$ cat src/rtl/pose_score_judge.sv
// rtl/pose_score_judge.sv - frame-level pose match judge with sequential divider
//
// Counts person pixels inside (hit) and outside (miss) the pose polygon over one
// full frame. It then computes score = floor(hit*100 / (hit+miss)) with a
// restoring divider and presents a registered perfect/good/bad verdict.
//
// Ports:
//   clk, rst_n     pixel clock, asynchronous active-low reset
//   judge_req      one-cycle request to judge the next full frame
//   frame_start    one-cycle pulse at the first active pixel of each frame
//   de             active-video pixel valid
//   in_polygon     pixel lies inside the pose polygon
//   chroma         pixel is chroma background (no person)
//   busy           high from accepted request until result_valid
//   result_valid   one-cycle pulse when a new verdict is presented
//   score          match percentage 0..100
//   perfect/good/bad  one-hot verdict, held until the next result

module pose_score_judge #(
  parameter int H_ACT      = 640,
  parameter int V_ACT      = 480,
  parameter int CNT_W      = 19,
  parameter int PERFECT_TH = 80,
  parameter int GOOD_TH    = 50
) (
  input  logic       clk,
  input  logic       rst_n,
  input  logic       judge_req,
  input  logic       frame_start,
  input  logic       de,
  input  logic       in_polygon,
  input  logic       chroma,
  output logic       busy,
  output logic       result_valid,
  output logic [6:0] score,
  output logic       perfect,
  output logic       good,
  output logic       bad
);

  localparam int NUM_W = CNT_W + 7;
  localparam int DEN_W = CNT_W + 1;
  localparam int REM_W = CNT_W + 2;
  localparam int DCW   = $clog2(NUM_W);
  localparam logic [DCW-1:0] DIV_LAST = DCW'(NUM_W - 1);
  localparam logic [CNT_W-1:0] CNT_MAX = '1;

  // A full frame of person pixels must fit in the counters.
  if (CNT_W < $clog2(H_ACT * V_ACT)) begin : g_cnt_w_check
    $error("CNT_W too small for H_ACT*V_ACT");
  end

  typedef enum logic [2:0] {
    S_IDLE  = 3'd0,
    S_ARMED = 3'd1,
    S_ACCUM = 3'd2,
    S_DIV   = 3'd3,
    S_DONE  = 3'd4
  } state_t;

  state_t state, state_nxt;

  logic [CNT_W-1:0] hit_cnt, miss_cnt;
  logic [NUM_W-1:0] num_q;     // dividend, shifted out MSB-first while quotient bits shift in
  logic [DEN_W-1:0] den_q;
  logic [REM_W-1:0] rem_q;
  logic [DCW-1:0]   div_cnt;

  logic             count_en;
  logic             pix_hit, pix_miss;
  logic [REM_W-1:0] rem_sh, rem_nxt;
  logic             q_bit;
  logic [6:0]       q_final;
  logic             div_zero;

  // The opening frame_start pixel (seen in ARMED) is counted; the closing one is not.
  assign count_en = (state == S_ARMED && frame_start) || (state == S_ACCUM && !frame_start);
  assign pix_hit  = de && !chroma && in_polygon;
  assign pix_miss = de && !chroma && !in_polygon;
  assign div_zero = (den_q == '0);

  // One restoring-division step.
  assign rem_sh  = {rem_q[REM_W-2:0], num_q[NUM_W-1]};
  assign q_bit   = (rem_sh >= {1'b0, den_q});
  assign rem_nxt = q_bit ? (rem_sh - {1'b0, den_q}) : rem_sh;
  // Quotient never exceeds 100, so only its low 7 bits matter.
  assign q_final = {num_q[5:0], q_bit};

  // State register
  always_ff @(posedge clk or negedge rst_n) begin
    if (!rst_n) state <= S_IDLE;
    else        state <= state_nxt;
  end

  // Next-state logic
  always_comb begin
    state_nxt = state;
    case (state)
      S_IDLE:  if (judge_req)   state_nxt = S_ARMED;
      S_ARMED: if (frame_start) state_nxt = S_ACCUM;
      S_ACCUM: if (frame_start) state_nxt = S_DIV;
      S_DIV:   if (div_zero || div_cnt == DIV_LAST) state_nxt = S_DONE;
      S_DONE:  state_nxt = S_IDLE;
      default: state_nxt = S_IDLE;
    endcase
  end

  // Output logic
  always_comb begin
    busy         = 1'b0;
    result_valid = 1'b0;
    case (state)
      S_ARMED, S_ACCUM, S_DIV: busy = 1'b1;
      S_DONE:                  result_valid = 1'b1;
      default: ;
    endcase
  end

  // Saturating pixel counters
  always_ff @(posedge clk or negedge rst_n) begin
    if (!rst_n) begin
      hit_cnt  <= '0;
      miss_cnt <= '0;
    end else if (state == S_IDLE && judge_req) begin
      hit_cnt  <= '0;
      miss_cnt <= '0;
    end else if (count_en) begin
      if (pix_hit && hit_cnt != CNT_MAX)   hit_cnt  <= hit_cnt + 1'b1;
      if (pix_miss && miss_cnt != CNT_MAX) miss_cnt <= miss_cnt + 1'b1;
    end
  end

  // Divider datapath
  always_ff @(posedge clk or negedge rst_n) begin
    if (!rst_n) begin
      num_q   <= '0;
      den_q   <= '0;
      rem_q   <= '0;
      div_cnt <= '0;
    end else if (state == S_ACCUM && frame_start) begin
      num_q   <= NUM_W'(hit_cnt) * NUM_W'(100);
      den_q   <= {1'b0, hit_cnt} + {1'b0, miss_cnt};
      rem_q   <= '0;
      div_cnt <= '0;
    end else if (state == S_DIV && !div_zero) begin
      num_q   <= {num_q[NUM_W-2:0], q_bit};
      rem_q   <= rem_nxt;
      div_cnt <= div_cnt + 1'b1;
    end
  end

  // Score and verdict are loaded as the FSM enters DONE, so they are
  // already stable while result_valid is high and hold afterwards.
  always_ff @(posedge clk or negedge rst_n) begin
    if (!rst_n) begin
      score   <= '0;
      perfect <= 1'b0;
      good    <= 1'b0;
      bad     <= 1'b0;
    end else if (state == S_DIV && state_nxt == S_DONE) begin
      if (div_zero) begin
        score   <= '0;
        perfect <= 1'b0;
        good    <= 1'b0;
        bad     <= 1'b1;
      end else begin
        score   <= q_final;
        perfect <= (q_final >= 7'(PERFECT_TH));
        good    <= (q_final >= 7'(GOOD_TH)) && (q_final < 7'(PERFECT_TH));
        bad     <= (q_final < 7'(GOOD_TH));
      end
    end
  end

endmodule

$ cat config.mk
export PLATFORM = sky130hd
export DESIGN_NAME = pose_score_judge
export DESIGN_NICKNAME = d
export VERILOG_FILES = /design/src/rtl/pose_score_judge.sv
export SDC_FILE = /design/constraint.sdc
export NUM_CORES = 1
export LEC_CHECK = 0
export CAP_MARGIN = 25
export CORE_MARGIN = 1
export CORE_UTILIZATION = 60
export CTS_CLUSTER_DIAMETER = 30
export DETAILED_ROUTE_END_ITERATION = 10
export GPL_ROUTABILITY_DRIVEN = 0
export GPL_TIMING_DRIVEN = 0
export PLACE_DENSITY = 0.77
export SYNTH_ARGS = -nofsm -noshare
export SYNTH_HDL_FRONTEND = slang
export SYNTH_SLANG_ARGS = --single-unit
$ cat constraint.sdc
create_clock -name clk -period 4.5 [get_ports clk]
set_clock_uncertainty 0.1 [all_clocks]
set_input_delay 0.45 -clock clk [delete_from_list [all_inputs] [get_ports clk]]
set_output_delay 0.45 -clock clk [all_outputs]
set_load 0.01 [all_outputs]
# Word level (Yosys, flattened, before mapping)
# Index checks and enable logic that the tools add are counted.
# word_totals
output_inout_bits	12
inputBits	7
elab_cells	81
regBits	122
# op_classes
n_eq_ne	8
n_mul	1
n_reduce_logical	27
add_sub_neg	5
n_mux	24
magnitude_cmp	5
# ops
operator	n
two-way mux 19 bit	6
two-way mux 20 bit	3
two-way mux 26 bit	2
adder 19 x 1 -> 19 bit, second input constant	2
!= test 19 bit, second input constant	2
multiplier 19 x 5 -> 24 bit, second input constant	1
>= comparator 21 x 20 -> 1 bit	1
adder 19 x 19 -> 20 bit	1
logical NOT 20 bit	1
subtractor 20 bit	1
logical AND 1 bit	12
two-way mux 3 bit	4
one-hot mux 3 bit (4 select lines)	1
two-way mux 5 bit	2
nonzero test 2 bit	4
>= comparator 7 x 6 -> 1 bit, second input constant	1
>= comparator 7 bit, second input constant	1
less-than comparator 7 x 6 -> 1 bit, second input constant	1
less-than comparator 7 bit, second input constant	1
two-way mux 7 bit	1
== test 3 x 2 -> 1 bit, second input constant	2
== test 3 bit, second input constant	2
adder 5 x 1 -> 5 bit, second input constant	1
== test 5 bit, second input constant	1
other kinds (7)	16

# Longest topological paths before layout
# depth
word_depth	7
mapped_depth	14
ltp_nobuf	13

# Worst setup path before layout
# Ideal clock, no wire load.
# synth_timing
kind	reg-to-reg
start	reg hit_cnt[13]
end	reg num_q[22]
required_time_ps	4323
setup_slack_ps	1159
synth_period_minus_slack_ps	3341
setup_time_ps	77
n_path_buf	1
arrival_time_ps	3164
stages_incl_launch_ff	15
path_cell_list	dfrtp_1 -> ha_1 -> ha_1 -> inv_1 -> fa_1 -> inv_1 -> ha_1 -> clkbuf_1 -> a211o_1 -> a211o_1 -> a41o_1 -> a41oi_1 -> xnor2_1 -> nand2_1 -> o21ai_1
# synth_between
elab_chain_cells	2
# synth_rtl
item	line	source
from (decl)	63	logic [CNT_W-1:0] hit_cnt, miss_cnt;
from (signal assigned)	128	if (pix_hit && hit_cnt != CNT_MAX) hit_cnt <= hit_cnt + 1'b1;
multiplier 19 x 5 -> 24 bit	141	num_q <= NUM_W'(hit_cnt) * NUM_W'(100);
two-way mux 26 bit	140	end else if (state == S_ACCUM && frame_start) begin
to (signal assigned)	141	
to (signal assigned)	146	num_q <= {num_q[NUM_W-2:0], q_bit};
to (decl)	64	logic [NUM_W-1:0] num_q;
# No other way between the ends.
# A chain may end at the register's enable or synchronous reset.

# Final worst setup path
# layout_timing
start	reg hit_cnt[6]
end	reg num_q[23]
# The elaborated chain is that of the path after synthesis.

==> flow_summary.toml <==
[run_status]
status = "complete, no violations"

[power_and_ir_drop]
clkPwrFrac_pct = 20.0
p_leak_nw = 5.21
p_total_mw = 7.11
intPower_mw = 3.86
cellPowerDensity_nw_per_um2 = 665
peakVddDrop_uv = 376
switching_share_pct = 45.7
seqPwrFrac_pct = 24.5
p_sw_mw = 3.25
combPwrFrac_pct = 55.5

[synth]
synthTopCellsByCount = "122 x dfrtp_1, 114 x nand2_1, 104 x ha_1, 101 x inv_1, 70 x nor2_1"
synth-simple-area-share_pct = 18.6
synth.area.mux_share_pct = 1.20
ys.flop_type = "dfrtp_1"
synth_edf_count = 0
syn_inst = 1085
synth_nets = 1212
syn_area_um2 = 9580
synth_area_leader_cell = "dfrtp_1"
async_flop_share_pct = 100
synth.top_cells.by_area = "dfrtp_1 32%, ha_1 14%, nand2_1 4.5%"
ys_seq_area_share_pct = 31.9
ys_types = 76
yosysMostFrequentCell = "dfrtp_1"
synth_top_area_share_pct = 31.9
yosysWarnings = 0
ys_ff_latch = 122
avgSynthCellArea_um2 = 8.83
synth-compound-area-share_pct = 18.6
synth_adder_area_share_pct = 16.9
synth_top_family_by_area = "compound AO/OA/AOI/OAI gates"
synthXorXnorAreaFrac_pct = 6.86

[cells_and_area]
syn2layout_area_growth_pct = 11.5
nNetsFinal = 1252
stdcell_count = 1349
n_fill_cell = 1199
antenna_cells = 0
final_layout_size_suffix_gt1_share_pct = 6.06

[placed_design]
pre_cts_slack_ns = 0.866
placedCellCount = 1316
dp_hpwl_um = 18400
port_buffers = 18

[detailed_routing]
dr.first_iter.drc_count = 777
route.detailed.drc = 0
wirelength_um = 24700
antenna_left = 0
dr.pass1.iters = 5
vias = 8249
wl_per_cell_um = 18.3
via_per_inst = 6.11

[setup_path]
cp_slowest_cell = "dfrtp_1"
reg2reg_from = "hit_cnt[6]"
worstReg2RegEnd = "num_q[23]"
reg2reg_depth = 12
crit_top_cell = "ha_1"
path_cells = "ha_1 -> ha_1 -> inv_1 -> fa_1 -> inv_1 -> ha_1 -> o21ai_1 -> a21boi_1 -> a211oi_1 -> o31ai_1 -> and4_1 -> nor3_1"
rrSetupSlack_ns = 0.81
startpoint = "hit_cnt[6]"
crit_cells = 12
start_kind = "flip-flop"
cp.required_ns = 4.70
crit_family = "adder cells"
cp_num_buf_inv = 2
arrival_ns = 3.89
slowest_delay_ns = 0.52
cp_max_fo = 6
cp-endpoint = "num_q[23]"
worstSetupPathType = "flip-flop to flip-flop"
endpoint_kind = "flip-flop"

[clocking]
cts_buffers = 17
clockBufferDepth = 2
clkLatencyLatePin_ns = 0.43
clock_sinks = 122
cts_tree = "yes"
cts.htree.levels = 4
clockRootBuffer = "clkbuf_16"
cts.clk_slew.worst_paths_ns = 0.06

[global_route]
grt_max_degree = 95
overflow = 0
grt_pass1_wl_um = 40700
first_global_vias = 7926
track_usage_pct = 32.0
antenna_found_initial = 0

[floorplan]
coreArea_um2 = 15400
start_util_pct = 62.3
die_y_um = 128
rows = 45
fp.dieW_um = 128
die-area_um2 = 16500
io_pins = 19

[sta]
relSlewSlack_pct = 53.4
max_freq_mhz = 271
finalCritPeriodShare_pct = 82.0
rsz0062_at_grt = "false"
setup_viol = 0
tightest_slew_ns = 0.699
finalHoldViolCount = 0
fin_crit_ns = 3.69
finalMaxSlewViolations = 0
timing.final.ws_setup_ns = 0.811

[job]
cap_violations = 0

[hold_path]
hp-class = "primary input to asynchronous set/reset pin"
layout make-up:
| type | count | area (um^2) | area share [%] |
|---|---|---|---|
| Timing Repair Buffer | 21 | 226 | 2.12 |
| Tap cell | 211 | 264 | 2.47 |
| Clock inverter | 14 | 171 | 1.61 |
| Buffer | 40 | 184 | 1.72 |
| Clock buffer | 18 | 439 | 4.11 |
| Sequential cell | 122 | 3050 | 28.6 |
| Inverter | 101 | 379 | 3.55 |
| Multi-Input combinational cell | 822 | 5960 | 55.8 |
power groups by stage:
stage	logic, mW	registers [mW]	clock network, mW
after floorplan	2.92	1.64	0
after global routing	4.36	1.77	1.49
after detailed placement	3.84	1.74	0
final	3.95	1.74	1.42
after CTS	3.90	1.73	1.44
after global placement	3.78	1.74	0
layer usage:
metal  wire length (um)  global-route usage (%)
met1              11000                    42.5
met2              11600                    51.2
met3               1240                    6.24
met4                899                    13.8
met5                  0                       0
worst register-to-register path: stages, from the launching register on:
cell and delay [ns]:
dfrtp_1 0.52, ha_1 0.30, ha_1 0.27, inv_1 0.05, fa_1 0.49, inv_1 0.04
ha_1 0.34, o21ai_1 0.10, a21boi_1 0.41, a211oi_1 0.18, o31ai_1 0.47, and4_1 0.25
nor3_1 0.05
through the flow:
stage          setup TNS, ns  utilization (%)  area, um^2  hold WS, ns
2_1_floorplan              0                -        9580       0.0544
3_3_place_gp         -251.29             65.2       10000        0.364
3_5_place_dp               0             65.4       10100        0.248
4_1_cts                    0             69.5       10700        0.369
5_1_grt                    0             69.5       10700        0.394
6_report                   0             69.5       10700        0.372
state kept, by name, indices dropped and copies added, names as in the netlist:
register	flops
den_q	20
div_cnt	5
hit_cnt	19
state	3
miss_cnt	19
rem_q	20
good	1
score	7
bad	1
perfect	1
num_q	26
kinds of logic (layout without fill, tap and decap cells):
logic type | after synthesis | in the layout
adder cells (fa/ha/maj) | 120 | 120
multiplexers | 11 | 11
AND/OR/NAND/NOR | 355 | 355
AO/OA/AOI/OAI | 261 | 261
flip-flops | 122 | 122
XOR/XNOR | 75 | 75
buffers and inverters | 141 | 194
worst min-delay path by stage:
stage	startpoint	depth (start not counted)	end
finish	rst_n	2	div_cnt[3]
floorplan	rst_n	0	bad
CTS	rst_n	2	div_cnt[0]
global route	rst_n	2	div_cnt[0]
global placement	score[0]	2	score[0]
detailed placement	rst_n	1	div_cnt[3]
timing repair:
action,in CTS,in global routing
resized for setup,0,0
hold buffers,1,0
hold endpoints to repair,28,0
buffers inserted,0,0
placed cells by master, fill, tap and decap left out, drive strengths merged, types with 12 or more instances in the layout:
| cell type | n |
|---|---|
| fa | 16 |
| buf | 17 |
| clkbuf | 44 |
| clkdlybuf4s50 | 17 |
| dfrtp | 122 |
| nand3 | 49 |
| nor4 | 13 |
| nand4 | 15 |
| xor2 | 31 |
| a31oi | 14 |
| inv | 103 |
| xnor2 | 44 |
| a21o | 24 |
| ha | 104 |
| o21ai | 64 |
| nor2 | 70 |
| nand2 | 114 |
| o211ai | 32 |
| a21oi | 43 |
| nor3 | 12 |
| and3 | 23 |
Note: power is estimated with default switching activity, not from simulation.
